===== src/rtl/inert_intf.sv =====
// Inertial sensor command sequencer: waits out power-up, writes four config
// registers through the SPI monarch, then reads yaw rate on each data-ready INT.
module inert_intf #(
    parameter int TMR_W = 16
) (
    input  logic        clk,
    input  logic        rst_n,
    input  logic        INT,
    input  logic        done,
    input  logic [15:0] rd_data,
    output logic        wrt,
    output logic [15:0] cmd,
    output logic [15:0] yaw_rt,
    output logic        vld
);

    localparam logic [15:0] CFG0 = 16'h0D02;  // enable data-ready INT
    localparam logic [15:0] CFG1 = 16'h1053;  // accel config
    localparam logic [15:0] CFG2 = 16'h1150;  // gyro config
    localparam logic [15:0] CFG3 = 16'h1460;  // rounding
    localparam logic [15:0] RDL  = 16'hA600;  // read yaw low byte
    localparam logic [15:0] RDH  = 16'hA700;  // read yaw high byte

    localparam logic [TMR_W-1:0] TMR_ONE = 1;

    typedef enum logic [2:0] {
        INIT1,
        INIT2,
        INIT3,
        INIT4,
        WAIT_INT,
        RD_L,
        RD_H
    } state_t;

    state_t           state;
    logic             int_ff1;
    logic             int_ff2;
    logic [TMR_W-1:0] tmr;
    logic [7:0]       yaw_l;
    logic             tmr_full;
    logic             done_ok;

    assign tmr_full = &tmr;

    // While wrt is high the monarch has not yet cleared done, so the level
    // seen in that cycle belongs to the previous transaction.
    assign done_ok = done && !wrt;

    // NOTE: sequential state uses non-blocking assignments so every flop
    // samples pre-edge values, independent of block ordering.
    always_ff @(posedge clk or negedge rst_n) begin
        if (!rst_n) begin
            int_ff1 <= 1'b0;
            int_ff2 <= 1'b0;
        end else begin
            int_ff1 <= INT;
            int_ff2 <= int_ff1;
        end
    end

    always_ff @(posedge clk or negedge rst_n) begin
        if (!rst_n) begin
            tmr <= '0;
        end else if (state == INIT1) begin
            tmr <= tmr + TMR_ONE;
        end
    end

    always_ff @(posedge clk or negedge rst_n) begin
        if (!rst_n) begin
            state  <= INIT1;
            wrt    <= 1'b0;
            cmd    <= '0;
            yaw_rt <= '0;
            vld    <= 1'b0;
            yaw_l  <= '0;
        end else begin
            // Strobes default low so each lasts exactly one cycle.
            wrt <= 1'b0;
            vld <= 1'b0;
            unique case (state)
                INIT1: if (tmr_full) begin
                    wrt   <= 1'b1;
                    cmd   <= CFG0;
                    state <= INIT2;
                end
                INIT2: if (done_ok) begin
                    wrt   <= 1'b1;
                    cmd   <= CFG1;
                    state <= INIT3;
                end
                INIT3: if (done_ok) begin
                    wrt   <= 1'b1;
                    cmd   <= CFG2;
                    state <= INIT4;
                end
                INIT4: if (done_ok) begin
                    wrt   <= 1'b1;
                    cmd   <= CFG3;
                    state <= WAIT_INT;
                end
                WAIT_INT: if (done_ok && int_ff2) begin
                    wrt   <= 1'b1;
                    cmd   <= RDL;
                    state <= RD_L;
                end
                RD_L: if (done_ok) begin
                    yaw_l <= rd_data[7:0];
                    wrt   <= 1'b1;
                    cmd   <= RDH;
                    state <= RD_H;
                end
                RD_H: if (done_ok) begin
                    yaw_rt <= {rd_data[7:0], yaw_l};
                    vld    <= 1'b1;
                    state  <= WAIT_INT;
                end
                default: state <= INIT1;
            endcase
        end
    end

endmodule


===== config.mk =====
export PLATFORM = sky130hd
export DESIGN_NAME = inert_intf
export DESIGN_NICKNAME = d
export VERILOG_FILES = /design/src/rtl/inert_intf.sv
export SDC_FILE = /design/constraint.sdc
export NUM_CORES = 1
export LEC_CHECK = 0
export BUFFER_PORTS_ARGS = -buffer_cell sky130_fd_sc_hd__buf_2
export CORE_UTILIZATION = 30
export CTS_CLUSTER_DIAMETER = 30
export CTS_CLUSTER_SIZE = 24
export DETAILED_ROUTE_END_ITERATION = 16
export GPL_ROUTABILITY_DRIVEN = 0
export SKIP_LAST_GASP = 1
export SYNTH_ARGS = -nofsm -noshare
export SYNTH_HDL_FRONTEND = slang
export SYNTH_SLANG_ARGS = --single-unit

===== constraint.sdc =====
create_clock -name clk -period 1.5 [get_ports clk]
set_input_delay 0.375 -clock clk [delete_from_list [all_inputs] [get_ports clk]]
set_output_delay 0.375 -clock clk [all_outputs]
set_load 0.05 [all_outputs]

; ---- Word-level counts from Yosys, hierarchy flattened
; Cells that the tools add are included.
[word_totals]
elab_cells = 54
register_bits = 63
inputBits = 20
[classes]
n_mux = 19
n_reduce_logical = 12
n_addsub = 1
eq_ne = 13
[op_table]
columns = op, count
row1 = $mux W16, 6
row2 = $pmux W16 S6, 1
row3 = $mux W3, 6
row4 = $pmux W3 S6, 1
row5 = $add A16 B1 Y16 const B, 1
row6 = $reduce_and A16 Y1, 1
row7 = $ne A2 B2 Y1 const B, 6
row8 = $eq A3 B3 Y1 const B, 3
row9 = $reduce_and A7 Y1, 1
row10 = $eq A3 B2 Y1 const B, 2
row11 = $reduce_and A6 Y1, 1
row12 = $reduce_bool A6 Y1, 1
row13 = $mux W1, 4
row14 = $reduce_and A2 Y1, 2
row15 = $reduce_or A4 Y1, 1
row16 = $eq A3 B1 Y1 const B, 1
row17 = $logic_not A3 Y1, 1
row18 = $pmux W1 S3, 1
row19 = $logic_and A1 B1 Y1, 2
row20 = $ne A2 B1 Y1 const B, 1
row21 = $reduce_or A2 Y1, 1
row22 = $logic_not A1 Y1, 1

; ---- Logic depth before layout (Yosys ltp)
; Gate-level depths: netlist of run 1.
[depth]
word_depth = 5
mapped_depth = 5

; ---- Least setup slack after synthesis of run 1
; Ideal clock, no wire load.
[synth_path]
path_kind = reg-to-reg
startpoint = reg wrt
endpoint = reg yaw_rt[10]
slack_ns = -0.434
arrival_time_ns = 1.809
required_time_ns = 1.375
stages_incl_launch_ff = 6
period_less_slack_ns = 1.934
cell_sequence = dfrtp_1 -> nor2b_1 -> nand2b_1 -> nor2_2 -> buf_4 -> mux2_2
[synth_via]
elab_chain_len = 3
[synth_lines]
columns = item, line_no
row1 = start: declaration, 11  ; output logic wrt,
row2 = start signal: assignment, 73  ; wrt <= 1'b0;
row3 = start signal: assignment, 80  ; wrt <= 1'b0;
row4 = start signal: assignment, 84  ; wrt <= 1'b1;
row5 = $logic_not A1 Y1, 48  ; assign done_ok = done && !wrt;
row6 = $logic_and A1 B1 Y1, 48
row7 = $reduce_and A2 Y1 (no line), --
row8 = end signal: assignment, 115  ; yaw_rt <= {rd_data[7:0], yaw_l};
row9 = end: declaration, 13  ; output logic [15:0] yaw_rt,
; No other way between the ends.
; A chain may end at the register's enable or synchronous reset.

; ---- Worst setup path in the final report of run 1
[layout_path]
startpoint = reg state[1]
endpoint = reg tmr[13]
[layout_via]
elab_chain_len = 1
[layout_lines]
columns = item, line_no
row1 = start: declaration, 36  ; state_t state;
row2 = start signal: assignment, 72  ; state <= INIT1;
row3 = start signal: assignment, 86  ; state <= INIT2;
row4 = start signal: assignment, 91  ; state <= INIT3;
row5 = $logic_not A3 Y1, 65  ; end else if (state == INIT1) begin
row6 = end signal: assignment, 66  ; tmr <= tmr + TMR_ONE;
row7 = end: declaration, 39  ; logic [TMR_W-1:0] tmr;
; No other way between the ends.

==> results of run 1 <==
flip-flops by register name, summed over array words and instances (netlist names):
signal / count
state: 3
yaw_l: 8
int_ff2: 1
int_ff1: 1
yaw_rt: 16
vld: 1
cmd: 9
tmr: 16
wrt: 1
how the worst max path moves through the flow:
stage,from,endpoint,cells past startpoint
6_report,state[1]$_DFFE_PN0P_,tmr[13]$_DFFE_PN0P_,6
5_1_grt,state[1]$_DFFE_PN0P_,tmr[11]$_DFFE_PN0P_,6
4_1_cts,state[2]$_DFFE_PN0P_,cmd[11]$_DFFE_PN0P_,5
3_5_place_dp,state[2]$_DFFE_PN0P_,tmr[11]$_DFFE_PN0P_,5
3_3_place_gp,state[2]$_DFFE_PN0P_,cmd[4]$_DFFE_PN0P_,5
2_1_floorplan,wrt$_DFF_PN0_,yaw_rt[10]$_DFFE_PN0P_,5
synth_stat cells, types with 3 or more instances:
| cell type | n | area share |
|---|---|---|
| buf_4 | 8 | 0.026 |
| nand2_1 | 11 | 0.018 |
| nand2b_1 | 4 | 0.011 |
| xnor2_1 | 11 | 0.041 |
| clkbuf_1 | 3 | 0.0048 |
| dfrtp_1 | 56 | 0.60 |
| inv_1 | 4 | 0.0064 |
| and3_1 | 3 | 0.0080 |
| nor2_1 | 3 | 0.0048 |
| nand4_1 | 3 | 0.0080 |
| mux2_2 | 25 | 0.12 |
| xor2_1 | 5 | 0.019 |
| and4_1 | 3 | 0.011 |
| nor3_1 | 3 | 0.0064 |
| nand3_1 | 5 | 0.011 |
| o21ai_0 | 4 | 0.0086 |
power breakdown:
group | leakage [uW] | internal [uW] | switching, uW | total, uW
Sequential | 0.000711 | 2080 | 362 | 2440
Combinational | 0.000847 | 1530 | 2300 | 3840
Clock | 0.0000552 | 496 | 477 | 973
Total | 0.00161 | 4110 | 3140 | 7250
stage by stage:
step / area [sq um] / cells / hold WS, ps / util / setup WS [ps]
floorplan: 2382 / 179 / 79.41 / - / -126.2
global placement: 2872 / 336 / 333.6 / 0.3876 / -88.89
detailed placement: 2872 / 336 / 336.3 / 0.3876 / -111.8
CTS: 3064 / 347 / 53.44 / 0.4136 / -56.84
global route: 3269 / 351 / 56.88 / 0.4413 / -135.6
finish: 3269 / 351 / 27.05 / 0.4413 / -32.26
layout by cell type (no fill, tap or decap), types with 2 or more instances in the layout:
master    netlist  layout
nand2_1        11       8
nor2_1          3       2
nand2_4         0       2
buf_4           8      22
dfrtp_2         0       2
inv_1           4       4
nor2b_4         0       2
a211o_1         2       2
and4_1          3       2
mux2_4          0      16
o21ai_0         4       4
nand4_1         3       3
mux2_2         25       9
xnor2_1        11      10
nor2_4          0       3
xor2_1          5       5
buf_2           0      41
buf_12          0       4
clkbuf_8        0       5
nor3_4          0       2
and3_1          3       3
buf_6           0       7
conb_1          1       4
o32ai_2         0       2
a21oi_1         2       2
dfrtp_1        56      54
nand2b_4        0       3
nand3_1         5       4
o22ai_1         2       2
routing by layer:
layer	vias to the layer above	wire [microns]
met4	0	43
met5	-	0
met1	796	2212
met3	6	198
li1	751	-
met2	38	2348
cell type report:
type / instances / area, sq um / area share
tap: 99 / 123.9 / 0.03789
sequential: 56 / 1404 / 0.4294
clock inverter: 2 / 35.03 / 0.01072
multi-input combinational: 108 / 1050 / 0.3211
timing repair buffer: 76 / 569.3 / 0.1741
clock buffer: 6 / 72.57 / 0.02220
inverter: 4 / 15.01 / 0.004592
timing repair:
action	4_1_cts	5_1_grt
setup buffers	3	4
pin swaps	4	16
gates resized for setup	9	39
hold buffers	0	0
setup endpoints to repair	42	43
cloned	0	1
cell families after synthesis:
family	count (synthesis)
AO/OA/AOI/OAI	19
XOR/XNOR	16
adder cells (fa/ha/maj)	1
buffers and inverters	15
flip-flops	56
multiplexers	25
other	1
AND/OR/NAND/NOR	43
critical path, cell delays in order, from the launching register on:
cell and delay [ps]:
dfrtp_1 430, buf_6 160, buf_8 120, nor3_4 180
and4_4 300, nand3_1 100, xnor2_1 140
==> results.sh, run 1 <==
export IMPL_rows=31
export IMPL_worst_r2r_setup_slack_ps=-30
export IMPL_diodes=0
export IMPL_rr_worst_depth=6
export IMPL_synth_xor_area_frac=0.05993
export IMPL_io_buffers=41
export IMPL_met1_usage=0.1509
export IMPL_synthFlopType="dfrtp_1"
export IMPL_viasPerCell=4.533
export IMPL_initial_core_util=0.3157
export IMPL_min_period_ps=1532
export IMPL_grt_pass1_wl_mm=7.610
export IMPL_gr_max_usage_layer="met2"
export IMPL_cts_tree="built"
export IMPL_synth_adder_area_share=0.005350
export IMPL_ys_seq_area_frac=0.5993
export IMPL_hpwl_mm=3.069
export IMPL_fillCellCount=679
export IMPL_synth_compound_gate_area_share=0.06314
export IMPL_leakage_uw=0.001613
export IMPL_yosys_area_share_simple=0.1134
export IMPL_clock_latency_ps=310
export IMPL_finalCritPeriodShare=1.022
export IMPL_yosysWarnings=0
export IMPL_finalClockSkew_ps=6.058
export IMPL_critPathArrivalTime_ps=1730
export IMPL_wl_per_cell_microns=13.68
export IMPL_drc=0
export IMPL_synth_edf_count=0
export IMPL_layout_drive_gt1_share=0.5278
export IMPL_clock_sinks=56
export IMPL_core_area_sq_um=7408
export IMPL_die_w_microns=90.29
export IMPL_drt_total_wl_mm=4.803
export IMPL_reg2reg_to="tmr[13]$_DFFE_PN0P_"
export IMPL_overflow=0
export IMPL_drt_pass1_iter_count=4
export IMPL_outcome="complete, but fails checks"
export IMPL_reg2reg_from="state[1]$_DFFE_PN0P_"
export IMPL_drt_iter0_drc=73
export IMPL_path_class="flip-flop to flip-flop"
export IMPL_peakVddDrop_v=0.001427
export IMPL_postRouteAntennaNets=0
export IMPL_setup_viol=19
export IMPL_cp_max_fo=5
export IMPL_synth_top_family_by_area="multiplexers"
export IMPL_startpoint_type="flip-flop"
export IMPL_endpoint_kind="flip-flop"
export IMPL_hold_viol_final=0
export IMPL_fin_total_pwr_uw=7252
export IMPL_netlist_instances=176
export IMPL_synthArstFlopShare=1.000
export IMPL_grt_util_all_layers=0.1173
export IMPL_syn2layout_area_growth_pct=39.81
export IMPL_power_density_nw_per_um2=2218
export IMPL_required_ps=1700
export IMPL_avgSynthCellArea_sq_um=13.29
export IMPL_h_tree_depth=2
export IMPL_cts_clk_slew_worst_paths_ps=100
export IMPL_syn_area_sq_um=2338
export IMPL_fin_nets=272
export IMPL_cts_buffers=5
export IMPL_root_buffer="clkbuf_8"
export IMPL_num_vias=1591
export IMPL_grt_max_degree=57
export IMPL_hold_path_class="input pin to async pin"
export IMPL_tns_ps=-333.5
export IMPL_violations="setup timing"
export IMPL_grt_pass1_vias=1574
export IMPL_antenna_found_initial=0
export IMPL_ioPinCount=54
export IMPL_dieArea_sq_um=8152
export IMPL_synth_distinct_cells=35
export IMPL_finalMaxSlewViolations=0
export IMPL_ys_ff_latch=56
export IMPL_cap_viol_max_count=0
export IMPL_grtUsageMet3=0.03620
export IMPL_clockBufferDepth=2
export IMPL_rsz0062_at_grt="yes"
export IMPL_die_y_microns=90.29
export IMPL_max_freq_mhz=652.6
export IMPL_fin_ws_ps=-32.26
export IMPL_muxShareOfSynthArea=0.1204
export IMPL_met2_usage=0.1858
Power figures use the tool's default switching activity.
==> inputs of run 2 (changes only) <==
==> constraint.sdc (replaced) <==
create_clock -name clk -period 1.5 [get_ports clk]
set_input_delay 0.225 -clock clk [delete_from_list [all_inputs] [get_ports clk]]
set_output_delay 0.225 -clock clk [all_outputs]
set_load 0.05 [all_outputs]
==> results.sh, run 2 (synthesis gave the netlist of run 1 again) <==
export IMPL_clock_latency_ps=300
export IMPL_die_y_microns=90.29
export IMPL_hold_viol_final=0
export IMPL_wl_per_cell_microns=13.11
export IMPL_viasPerCell=4.468
export IMPL_startpoint_type="flip-flop"
export IMPL_rsz0062_at_grt="yes"
export IMPL_drt_iter0_drc=49
export IMPL_post_dp_cell_area_sq_um=2819
export IMPL_io_buffers=41
export IMPL_clockBufferDepth=2
export IMPL_drc=0
export IMPL_layout_drive_gt1_share=0.4980
export IMPL_clock_sinks=56
export IMPL_hold_path_class="input pin to flip-flop"
export IMPL_violations="setup timing"
export IMPL_leakage_uw=0.001497
export IMPL_critPathArrivalTime_ps=1750
export IMPL_required_ps=1690
export IMPL_drt_total_wl_mm=4.562
export IMPL_fin_ws_ps=-56.80
export IMPL_cts_clk_slew_worst_paths_ps=100
export IMPL_rr_worst_depth=6
export IMPL_grt_pass1_wl_mm=7.534
export IMPL_fin_nets=269
export IMPL_outcome="complete, but fails checks"
export IMPL_min_period_ps=1557
export IMPL_grt_max_degree=57
export IMPL_grt_util_all_layers=0.1147
export IMPL_max_freq_mhz=642.3
export IMPL_h_tree_depth=2
export IMPL_fin_total_pwr_uw=6936
export IMPL_dieArea_sq_um=8152
export IMPL_cp_startpoint="tmr[0]$_DFFE_PN0P_"
export IMPL_ioPinCount=54
export IMPL_hold_ws_ps=24.44
export IMPL_fin_util=0.4205
export IMPL_diodes=0
export IMPL_initial_core_util=0.3157
export IMPL_cts_tree="built"
export IMPL_worst_r2r_setup_slack_ps=-60
export IMPL_overflow=0
export IMPL_pre_cts_slack_ps=-165.5
export IMPL_cap_viol_max_count=0
export IMPL_reg2reg_to="tmr[12]$_DFFE_PN0P_"
export IMPL_syn2layout_area_growth_pct=33.23
export IMPL_mostFrequentLayoutCells="dfrtp_1, buf_2, mux2_2"
export IMPL_final_common_cell="dfrtp_1"
export IMPL_drt_pass1_iter_count=4
export IMPL_min_to="int_ff1$_DFF_PN0_"
export IMPL_reg_top3="tmr (16), yaw_rt (16), cmd (9)"
export IMPL_cp_max_fo=4
export IMPL_hold_path_cell_count=1
export IMPL_cts_buffers=5
export IMPL_hp_start="INT"
export IMPL_finalMaxSlewViolations=0
export IMPL_root_buffer="clkbuf_8"
export IMPL_hpwl_mm=3.051
export IMPL_endpoint_kind="flip-flop"
export IMPL_finalCritPeriodShare=1.038
export IMPL_finalClockSkew_ps=6.516
export IMPL_core_area_sq_um=7408
export IMPL_die_w_microns=90.29
export IMPL_reg2reg_from="tmr[0]$_DFFE_PN0P_"
export IMPL_path_class="flip-flop to flip-flop"
export IMPL_setup_viol=19
export IMPL_rows=31
export IMPL_postRouteAntennaNets=0
export IMPL_power_density_nw_per_um2=2226
export IMPL_num_vias=1555
export IMPL_final_area_sq_um=3115
export IMPL_antenna_found_initial=0
export IMPL_grt_pass1_vias=1568
export IMPL_fillCellCount=706
export IMPL_peakVddDrop_v=0.001381
[run 2: how the worst max path moves through the flow]
stage | to | slack, ps
CTS | cmd[8]$_DFFE_PN0P_ | -90
finish | tmr[12]$_DFFE_PN0P_ | -60
global route | cmd[12]$_DFFE_PN0P_ | -150
detailed placement | cmd[10]$_DFFE_PN0P_ | -170
floorplan | yaw_rt[10]$_DFFE_PN0P_ | -130
global placement | cmd[4]$_DFFE_PN0P_ | -120
[run 2: report_power, final]
part | total [uW] | internal (uW) | switching, uW
clock | 963 | 496 | 467
combinational | 3560 | 1320 | 2240
sequential | 2420 | 2080 | 335
[run 2: cell type report]
class | instances | area (sq um) | area share
flip-flops and latches | 56 | 1404 | 0.4506
multi-input cells | 108 | 939.7 | 0.3016
well taps | 99 | 123.9 | 0.03976
inverters | 4 | 15.01 | 0.004819
clock buffers | 6 | 72.57 | 0.02329
repair buffers | 73 | 525.5 | 0.1687
clock inverters | 2 | 35.03 | 0.01124
[run 2: worst max-delay path, cell delays in order, from the launching register on]
cell	delay (ps)
dfrtp_1	380
ha_2	180
nor4b_4	260
nand4_4	180
buf_6	180
nand2b_1	140
xnor2_1	120
[run 2: what timing repair did]
item,4_1_cts,5_1_grt
hold buffers,1,0
endpoints found under the setup margin,43,46
endpoints found under the hold margin,56,0
cloned,0,1
buffers inserted,5,4
pin swaps,4,11
resized for setup,5,14
[run 2: through the flow]
stage	cells	TNS (ps)
2_1_floorplan	179	-1260
3_3_place_gp	329	-1275
3_5_place_dp	329	-2437
4_1_cts	343	-1051
5_1_grt	348	-2558
6_report	348	-484.9
[run 2: metal layers]
metal | wire length, microns | global-route usage
met5 | 0 | 0
met4 | 53 | 0.03629
met3 | 181 | 0.03114
met2 | 2217 | 0.1851
met1 | 2109 | 0.1499
==> inputs of run 3 (changes only) <==
--- a/config.mk
+++ b/config.mk
@@ -11,7 +11,6 @@
 export CTS_CLUSTER_SIZE = 24
 export DETAILED_ROUTE_END_ITERATION = 16
 export GPL_ROUTABILITY_DRIVEN = 0
-export SKIP_LAST_GASP = 1
 export SYNTH_ARGS = -nofsm -noshare
 export SYNTH_HDL_FRONTEND = slang
 export SYNTH_SLANG_ARGS = --single-unit
==> results.sh, run 3 (synthesis gave the netlist of run 1 again) <==
export IMPL_finalCritPeriodShare=1.036
export IMPL_overflow=0
export IMPL_root_buffer="clkbuf_8"
export IMPL_rows=31
export IMPL_rsz0062_at_grt="yes"
export IMPL_hold_path_class="input pin to flip-flop"
export IMPL_leakage_uw=0.001552
export IMPL_combinationalPowerShare=0.526
export IMPL_hpwl_mm=3.051
export IMPL_crit_chain="ha_2, nor4b_4, nand4_4, buf_6, nand2b_1, xnor2_1"
export IMPL_die_w_microns=90.29
export IMPL_drt_pass1_iter_count=4
export IMPL_dieArea_sq_um=8152
export IMPL_fin_nets=272
export IMPL_max_freq_mhz=643.3
export IMPL_finalClockSkew_ps=4.921
export IMPL_power_density_nw_per_um2=2237
export IMPL_clock_latency_ps=300
export IMPL_final_area_sq_um=3202
export IMPL_clockBufferDepth=2
export IMPL_core_area_sq_um=7408
export IMPL_p_sw_frac=0.4321
export IMPL_p_int_uw=4068
export IMPL_grt_pass1_wl_mm=7.534
export IMPL_finalMaxSlewViolations=0
export IMPL_wl_per_cell_microns=13.38
export IMPL_num_vias=1571
export IMPL_drt_iter0_drc=56
export IMPL_fin_total_pwr_uw=7163
export IMPL_initial_core_util=0.3157
export IMPL_h_tree_depth=2
export IMPL_cts_tree="built"
export IMPL_io_buffers=41
export IMPL_cap_viol_max_count=0
export IMPL_syn2layout_area_growth_pct=36.92
export IMPL_drt_total_wl_mm=4.697
export IMPL_setup_viol=22
export IMPL_seq_power_share=0.339
export IMPL_final_common_cell="dfrtp_1"
export IMPL_grt_pass1_vias=1568
export IMPL_diodes=0
export IMPL_fin_util=0.4322
export IMPL_reg_top3="tmr (16), yaw_rt (16), cmd (9)"
export IMPL_ioPinCount=54
export IMPL_path_class="flip-flop to flip-flop"
export IMPL_drc=0
export IMPL_power_switching_uw=3095
export IMPL_viasPerCell=4.476
export IMPL_layout_drive_gt1_share=0.5040
export IMPL_startpoint_type="flip-flop"
export IMPL_cts_buffers=5
export IMPL_power_frac_clock=0.135
export IMPL_cp_max_fo=4
export IMPL_hold_viol_final=0
export IMPL_grt_max_degree=57
export IMPL_mostFrequentLayoutCells="dfrtp_1, buf_2, buf_4"
export IMPL_grt_util_all_layers=0.1147
export IMPL_peakVddDrop_v=0.001413
export IMPL_antenna_found_initial=0
export IMPL_outcome="complete, but fails checks"
export IMPL_cts_clk_slew_worst_paths_ps=100
export IMPL_violations="setup timing"
export IMPL_post_dp_cell_area_sq_um=2819
export IMPL_clock_sinks=56
export IMPL_required_ps=1690
export IMPL_endpoint_kind="flip-flop"
export IMPL_min_period_ps=1554
export IMPL_die_y_microns=90.29
export IMPL_crit_slowest_cell="dfrtp_1"
export IMPL_postRouteAntennaNets=0
export IMPL_fin_ws_ps=-54.46
export IMPL_crit_path_max_incr_delay_ps=380
export IMPL_critPathArrivalTime_ps=1750
[run 3: cell count changes in the layout (fill, tap and decap cells not counted)]
cell,previous run,this run
buf_4,21,23
buf_6,6,7
mux2_2,25,9
mux2_4,0,16
[run 3: metal layers]
layer | global-route usage | share of wire | vias up
met5 | 0 | 0 | -
met2 | 0.1851 | 0.48 | 36
met4 | 0.03629 | 0.011 | 0
met1 | 0.1499 | 0.47 | 784
li1 | - | - | 745
met3 | 0.03114 | 0.039 | 6
[run 3: layout make-up]
cell class                 instances  area [sq um]
inverter                           4         15.01
timing repair buffer              76         551.8
fill                             689          4207
clock inverter                     2         35.03
tap                               99         123.9
multi-input combinational        108         999.7
sequential                        56          1404
clock buffer                       6         72.57
[run 3: what timing repair did]
action                                 in CTS  in global routing
pin swaps                                   4                 10
resized for setup                           7                 29
endpoints found under the hold margin      56                  0
gates cloned                                0                  1
setup buffers                               5                  7
setup endpoints to repair                  43                 45
hold buffers                                1                  0
[run 3: stage by stage]
stage / TNS (ps) / hold WS, ps / setup slack, ps / std cells
floorplan: -1260 / -70.59 / -126.2 / 179
global placement: -1275 / 246.7 / -118.2 / 329
detailed placement: -2437 / 247.6 / -165.5 / 329
CTS: -1009 / 13.32 / -94.47 / 343
global route: -2383 / 12.41 / -151.8 / 351
finish: -509.6 / 23.26 / -54.46 / 351
[run 3: final timing paths]
kind | cells after the start | startpoint | to | slack [ps]
worst max-delay path | 6 | tmr[0]$_DFFE_PN0P_ | tmr[12]$_DFFE_PN0P_ | -50
worst min-delay path | 1 | INT | int_ff1$_DFF_PN0_ | 20
worst max register to register | 6 | tmr[0]$_DFFE_PN0P_ | tmr[12]$_DFFE_PN0P_ | -50
worst min register to register | 0 | int_ff1$_DFF_PN0_ | int_ff2$_DFF_PN0_ | 360
max in group asynchronous | 3 | rst_n | state[2]$_DFFE_PN0P_ | 800
min in group asynchronous | 3 | rst_n | yaw_l[5]$_DFFE_PN0P_ | 430
[run 3: power groups by stage]
stage / Sequential (uW) / Combinational, uW / Clock, uW
floorplan: 3600 / 1250 / 0
global placement: 2410 / 3280 / 0
detailed placement: 2440 / 3310 / 0
CTS: 2430 / 3450 / 999
global route: 2520 / 3980 / 1060
finish: 2430 / 3770 / 966
[run 3: critical path, delay by kind of cell (launching register included)]
| family | cells | cell delay (ps) |
|---|---|---|
| xor gates and xnor gates | 1 | 120 |
| adders and majority gates | 1 | 180 |
| buffers and inverters | 1 | 180 |
| DFF | 1 | 380 |
| and+or+nand+nor | 3 | 590 |
